===== src/rtl/bus_responder.sv =====
`timescale 1ns/1ps
`default_nettype none
// ============================================================================
// bus_responder : 8085 multiplexed-bus slave - window decode, READY wait
//                 states, internal byte RAM served over the AD bus.
// Revision      : 1.0
// ============================================================================
module bus_responder #(
    parameter int          ADDR_BITS = 8,
    parameter logic [15:0] BASE_ADDR = 16'h2000,
    parameter bit          IO_SPACE  = 1'b0,
    parameter int          WAIT_CNT  = 1
) (
    input  logic       clk_,
    input  logic       rst_,
    input  logic       ale,
    input  logic [7:0] addh,
    input  logic [7:0] ad_in,
    output logic [7:0] ad_out,
    output logic       ad_oe,
    input  logic       rd_,
    input  logic       wr_,
    input  logic       iom_,
    input  logic       s1,
    input  logic       s0,
    output logic       ready,
    output logic       sel,
    output logic       err
);

    localparam int          DEPTH     = 1 << ADDR_BITS;
    localparam logic [3:0]  WAIT_INIT = 4'(WAIT_CNT);
    localparam logic [16:0] MEM_LO    = {1'b0, BASE_ADDR};
    localparam logic [16:0] IO_LO     = {9'd0, BASE_ADDR[7:0]};
    localparam logic [16:0] WIN_SIZE  = 17'(DEPTH);

    typedef enum logic [1:0] {
        ST_IDLE   = 2'd0,
        ST_ADDR   = 2'd1,
        ST_ACCESS = 2'd2
    } state_t;

    state_t               state_q, state_d;
    logic [ADDR_BITS-1:0] addr_q, addr_d;
    logic [3:0]           wcnt_q, wcnt_d;
    logic [7:0]           wdata_q, wdata_d;
    logic [7:0]           ad_out_q, ad_out_d;
    logic                 rd_cyc_q, rd_cyc_d;
    logic                 ad_oe_q, ad_oe_d;
    logic                 ready_q, ready_d;
    logic                 sel_q, sel_d;
    logic                 err_q, err_d;
    logic                 ram_we;
    logic [7:0]           ram_q [DEPTH];

    logic [15:0] w_bus_addr;
    logic [16:0] w_mem_off;
    logic [16:0] w_io_off;
    logic        w_in_window;
    logic        w_hit;
    logic        w_relatch;

    // Offsets are taken one bit wider so an address below the base wraps to a
    // value far above the window size instead of aliasing into it.
    assign w_bus_addr  = {addh, ad_in};
    assign w_mem_off   = {1'b0, w_bus_addr} - MEM_LO;
    assign w_io_off    = {9'd0, ad_in} - IO_LO;
    assign w_in_window = iom_ ? (w_io_off < WIN_SIZE) : (w_mem_off < WIN_SIZE);
    assign w_hit       = (iom_ == IO_SPACE) && ({s1, s0} != 2'b00)
                         && !(iom_ && s1 && s0) && w_in_window;

    always_comb begin
        state_d   = state_q;
        addr_d    = addr_q;
        wcnt_d    = wcnt_q;
        wdata_d   = wdata_q;
        ad_out_d  = ad_out_q;
        rd_cyc_d  = rd_cyc_q;
        ad_oe_d   = ad_oe_q;
        ready_d   = ready_q;
        sel_d     = sel_q;
        err_d     = 1'b0;
        ram_we    = 1'b0;
        w_relatch = 1'b0;

        case (state_q)
            ST_IDLE: begin
                w_relatch = ale;
            end
            ST_ADDR, ST_ACCESS: begin
                if (ale) begin
                    // Abandoned cycle: release the bus, then decode the new address.
                    err_d     = 1'b1;
                    ad_oe_d   = 1'b0;
                    sel_d     = 1'b0;
                    ready_d   = 1'b1;
                    state_d   = ST_IDLE;
                    w_relatch = 1'b1;
                end else if (state_q == ST_ADDR && wcnt_q != 4'd0) begin
                    wcnt_d  = wcnt_q - 4'd1;
                    ready_d = (wcnt_q == 4'd1);
                end else if (!rd_ && !wr_) begin
                    err_d   = 1'b1;
                    ad_oe_d = 1'b0;
                    sel_d   = 1'b0;
                    ready_d = 1'b1;
                    state_d = ST_IDLE;
                end else if (state_q == ST_ADDR) begin
                    if (!rd_) begin
                        ad_out_d = ram_q[addr_q];
                        ad_oe_d  = 1'b1;
                        rd_cyc_d = 1'b1;
                        state_d  = ST_ACCESS;
                    end else if (!wr_) begin
                        wdata_d  = ad_in;
                        rd_cyc_d = 1'b0;
                        state_d  = ST_ACCESS;
                    end
                end else if (rd_cyc_q) begin
                    if (rd_) begin
                        ad_oe_d = 1'b0;
                        sel_d   = 1'b0;
                        ready_d = 1'b1;
                        state_d = ST_IDLE;
                    end
                end else if (!wr_) begin
                    wdata_d = ad_in;
                end else begin
                    ram_we  = 1'b1;
                    sel_d   = 1'b0;
                    ready_d = 1'b1;
                    state_d = ST_IDLE;
                end
            end
            default: begin
                state_d = ST_IDLE;
            end
        endcase

        if (w_relatch) begin
            addr_d = w_bus_addr[ADDR_BITS-1:0];
            wcnt_d = WAIT_INIT;
            if (w_hit) begin
                state_d = ST_ADDR;
                sel_d   = 1'b1;
                ready_d = (WAIT_CNT == 0);
            end
        end
    end

    always_ff @(posedge clk_ or negedge rst_) begin
        if (!rst_) begin
            state_q  <= ST_IDLE;
            addr_q   <= '0;
            wcnt_q   <= 4'd0;
            wdata_q  <= 8'd0;
            ad_out_q <= 8'd0;
            rd_cyc_q <= 1'b0;
            ad_oe_q  <= 1'b0;
            ready_q  <= 1'b1;
            sel_q    <= 1'b0;
            err_q    <= 1'b0;
        end else begin
            state_q  <= state_d;
            addr_q   <= addr_d;
            wcnt_q   <= wcnt_d;
            wdata_q  <= wdata_d;
            ad_out_q <= ad_out_d;
            rd_cyc_q <= rd_cyc_d;
            ad_oe_q  <= ad_oe_d;
            ready_q  <= ready_d;
            sel_q    <= sel_d;
            err_q    <= err_d;
        end
    end

    always_ff @(posedge clk_) begin
        if (ram_we) begin
            ram_q[addr_q] <= wdata_q;
        end
    end

    assign ad_out = ad_out_q;
    assign ad_oe  = ad_oe_q;
    assign ready  = ready_q;
    assign sel    = sel_q;
    assign err    = err_q;

endmodule
`default_nettype wire


===== config.mk =====
export PLATFORM = sky130hd
export DESIGN_NAME = bus_responder
export DESIGN_NICKNAME = d
export VERILOG_FILES = /design/src/rtl/bus_responder.sv
export SDC_FILE = /design/constraint.sdc
export NUM_CORES = 2
export LEC_CHECK = 0
export CORE_MARGIN = 4
export CORE_UTILIZATION = 35
export DETAILED_ROUTE_END_ITERATION = 16
export SETUP_SLACK_MARGIN = 0.15
export SYNTH_ARGS = -nofsm -noshare
export SYNTH_HDL_FRONTEND = slang
export SYNTH_SLANG_ARGS = --single-unit
export TNS_END_PERCENT = 10

===== constraint.sdc =====
create_clock -name clk_ -period 5.33 [get_ports clk_]
set_input_delay 1.599 -clock clk_ [delete_from_list [all_inputs] [get_ports clk_]]
set_output_delay 1.599 -clock clk_ [all_outputs]
set_load 0.1 [all_outputs]

==> results list <==
- Result of the run: finished, final reports clean
- In this run the cell area of the synthesized design comes to approximately 81000 um^2.
* Vertical die dimension: 489 um
- Post-cts gate resize count: 0
- Number of levels the H-tree was split into: 4
- Input/output buffers: 35
- The analysis attributes to cell leakage a power of 31.7 nW.
- Largest delay contributor family on the critical path: buffers and inverters
* Sequential cell area fraction in the yosys report: 77.0%
- The number of antenna violations at the first check in global routing was 7.
- The clock passes through at most 3 buffers.
- Biggest cell delay along the critical path: 1200 ps
- The final critical path takes up 78.4% of the cycle.
- Drc violations: 0
- The synthesized netlist contains 54 unique library cells.
- Buf+Inv Stages, Crit Path: 1
- Measured against its own limit, the worst slew margin works out to between 20% and 30%.
- For this design, the CTS-stage hold fixing added 0 buffers.
* Combinational family with the most area after synthesis: multiplexers
- In this run the worst hold path is classified as flop to flop.
* Detailed router's first-iteration violation count: approximately 4700
- Slew at the pin closest to its max-slew limit: between 1000 and 1500 ps
- Final-report hold violation count: 0
- Dominant synthesized flop cell: sky130_fd_sc_hd__edfxtp_1
* Layout cells sized above 1: 31.0%
- TritonCTS built the clock tree.
- Global-route total usage across every layer: 17.0%
- Setup violations remaining at the end of the flow were counted as 0.
- Routed via count divided by cell count: 5.37
- Std cell rows: 176
- Number of standard cells after synthesis: 3712
* CP endpoint kind: primary output
- CTS saw 2083 sinks.
- At the end of routability-driven placement, the weighted congestion stood at 0.825.
* Number of nets in the layout: 4226
- RSZ-0062 raised after global routing: false
* Origin of the worst setup path: ad_out[4]
- Total Routed Length: 204 mm
- The pre-antenna-repair detailed-routing pass consisted of 5 iterations.
* Worst reg2reg startpoint: addr_q[0]
- The filler cells instantiated in the layout total 19900.
* Synthesized-area fraction occupied by xor and xnor cells: less than 1%
* Mux cell area share after synthesis: between 10% and 20%
- CP required: between 3000 and 4000 ps
* Placed instance count: 7014
* Fraction of synthesis flops using an asynchronous set or reset pin: 1.68%
* Setup CP Type: flop to primary output
* Num CTS Buffers: 204
* Number of nets with antenna violations after routing: 0
- The synthesized netlist devotes 1.87% of its cell area to compound gates.
- Post-Synth Simple-Gate Area: 2.41%
* Total Power Consumption: between 30 and 40 mW
- Dividing the detail-routed wire length by the instance count gives 27.6 um.
* Number of synthesized flops with an enable pin: 2048
* Overall die width: 489 um
* Number of top-level pins: 36
- Setup total negative slack on the finished layout was measured at 0 ps.
* DP HPWL: 124 mm
* Maximum number of pins on one net before global-route repair: 201
- Total overflow reported by the global router: 0
- In the post-synthesis netlist, the biggest area contributors are sky130_fd_sc_hd__edfxtp_1 (76%), sky130_fd_sc_hd__mux4_2 (15%), sky130_fd_sc_hd__mux2i_1 (1.9%).
* Starting density of the core: around a third
- Die Footprint: 239000 um^2
- Cell taking the most area after synthesis: sky130_fd_sc_hd__edfxtp_1
- Root Buffer: sky130_fd_sc_hd__clkbuf_16
- Total count of max-transition violations in the final report: 0
- Highest clock frequency the design can meet: 239 MHz
* Warning count from the yosys run: 0
* Post-route minimum period: ~4200 ps
* Worst skew pair latency: 870 ps
* Origin of the worst min-delay path: sel
- Cell with the largest stage delay on the worst path: sky130_fd_sc_hd__clkdlybuf4s50_1
- Worst path arrival time: 2580 ps
- Across the run, the number of max-cap violations was 0.
* Post-synth top area share: 75.9%
- In this run, synthesis produced a sequential element count of 2083.
* Final hold slack: 509 ps
* Post-Synthesis Net Count: 3744
* Worst-path cell chain: clkdlybuf4s50_1
- Syn avg cell area: 21.8 um^2
- Via count: 39700
- Core outline area: 230000 um^2
* Post-synthesis share of cell area spent on full adders, half adders and majority gates: 0.124%
* Total power divided by cell area: around 380 nW/um^2
- Clock-pin slew was measured on the worst setup and hold paths at roughly 70 ps.
- Via count of the first global-routing pass: 40500
- STA classifies the critical path startpoint as a flop.
- The first global-routing pass estimated 296 mm of wire.
- Of all nets on the critical path, the largest fanout is 2.
* Number of buffers added for setup after CTS: 0
- Area added between synthesis and finish: 16.9%
- IR analysis of the VDD net gives a maximum drop of between 300 and 400 uV.
- Across the routed clock network, the largest skew measured is ~54 ps.
- The finished layout holds 7401 standard cells, fillers aside.
-- metrics by stage --
| step | setup WS [ps] | area, um^2 | util (%) |
|---|---|---|---|
| after floorplan | 1350 | 81000 | - |
| after global placement | 637 | 87800 | 38.2 |
| after detailed placement | 712 | 87800 | 38.2 |
| after CTS | 1020 | 94700 | 41.1 |
| after global routing | 1030 | 94700 | 41.1 |
| final | 1150 | 94700 | 41.1 |
-- report_power, final --
group,internal [mW],switching [mW],leakage [nW]
combinational,1.06,1.76,8.00
sequential,18.2,0.194,20.4
clock,8.37,6.28,3.29
-- cell usage after synthesis (all sizes together), types with 3 or more instances --
library cell,number
o21ai,40
a22oi,34
o22ai,8
a22o,7
mux4,536
nor2,318
a221o,10
nand3,24
mux2,25
nand2,67
mux2i,150
edfxtp,2048
a211oi,8
a221oi,31
and2,7
buf,139
o221ai,3
nor4,5
nor2b,12
o211ai,12
nor3,10
o32a,3
a31oi,16
dfrtp,34
a21oi,20
inv,10
clkbuf,76
nand2b,10
nor3b,6
a21o,3
a32oi,3
ha,8
o22a,7
-- flip-flops by register name, summed over array words and instances (netlist names) --
signal	cells
wcnt_q	4
ready	1
ad_out	8
sel	1
err	1
state_q	2
wdata_q	8
addr_q	8
ad_oe	1
rd_cyc_q	1
ram_q	2048
-- worst register-to-register path: cells and delay by family, from the launching register on --
kind                   cells  cell delay (ps)
AND/OR/NAND/NOR            1              590
flip-flops                 1              930
AO/OA/AOI/OAI              5             1870
buffers and inverters      2              610
-- layout by cell type (no fill, tap or decap), types with 7 or more instances in the layout --
cell                              count
sky130_fd_sc_hd__clkinv_1            30
sky130_fd_sc_hd__o211ai_1            12
sky130_fd_sc_hd__nand2b_1            10
sky130_fd_sc_hd__nor3_1               9
sky130_fd_sc_hd__nor2_1             318
sky130_fd_sc_hd__inv_1                9
sky130_fd_sc_hd__nor2b_1              8
sky130_fd_sc_hd__clkbuf_16          206
sky130_fd_sc_hd__o22a_1               7
sky130_fd_sc_hd__mux4_2             536
sky130_fd_sc_hd__clkbuf_1            43
sky130_fd_sc_hd__mux2_2              25
sky130_fd_sc_hd__buf_12              25
sky130_fd_sc_hd__a221oi_1            31
sky130_fd_sc_hd__mux2i_1            150
sky130_fd_sc_hd__clkdlybuf4s50_1     34
sky130_fd_sc_hd__clkinvlp_4          19
sky130_fd_sc_hd__edfxtp_1          2048
sky130_fd_sc_hd__a31oi_1             16
sky130_fd_sc_hd__buf_4              431
sky130_fd_sc_hd__bufinv_16           23
sky130_fd_sc_hd__inv_6                8
sky130_fd_sc_hd__a211oi_1             8
sky130_fd_sc_hd__clkinv_2            34
sky130_fd_sc_hd__nand3_1             20
sky130_fd_sc_hd__dfrtp_4             13
sky130_fd_sc_hd__o22ai_1              8
sky130_fd_sc_hd__ha_1                 8
sky130_fd_sc_hd__nand2_1             66
sky130_fd_sc_hd__dfrtp_1             20
sky130_fd_sc_hd__a22oi_1             34
sky130_fd_sc_hd__a221o_1             10
sky130_fd_sc_hd__a21oi_1             20
sky130_fd_sc_hd__o21ai_0             34
sky130_fd_sc_hd__a22o_1               7
-- cell type report --
cell class	instances	area (um^2)	share of cell area, %
Clock buffer	255	5400	5.70
Tap cell	3026	3790	4.00
Inverter	10	37.5	0.0396
Sequential cell	2083	62400	65.9
Clock inverter	128	1450	1.53
Multi-Input combinational cell	1404	17500	18.5
Timing Repair Buffer	491	4080	4.31
Antenna cell	4	10.0	0.0106
-- cell families after synthesis --
family | Yosys count
buffers and inverters | 225
DFF | 2083
adders and majority gates | 8
AOI/OAI and AO/OA | 212
muxes | 711
xor gates and xnor gates | 3
and+or+nand+nor | 470
-- worst paths after layout --
path,end,slack (ps),cells after the start
setup / recovery,ad_out[4],1150,1
hold / removal,sel,510,2
setup reg to reg,ad_out[3],1220,8
hold reg to reg,sel,510,2
max in group asynchronous,addr_q[1],3670,2
min in group asynchronous,err,820,1
-- routing by layer --
layer,wire length (um),vias to the layer above,GRT usage (%)
met1,85000,21300,23.8
met5,0,-,0
li1,-,16500,-
met3,14200,305,2.91
met4,5790,0,5.09
met2,99100,1563,27.5
Note: power is estimated with default switching activity, not from simulation.
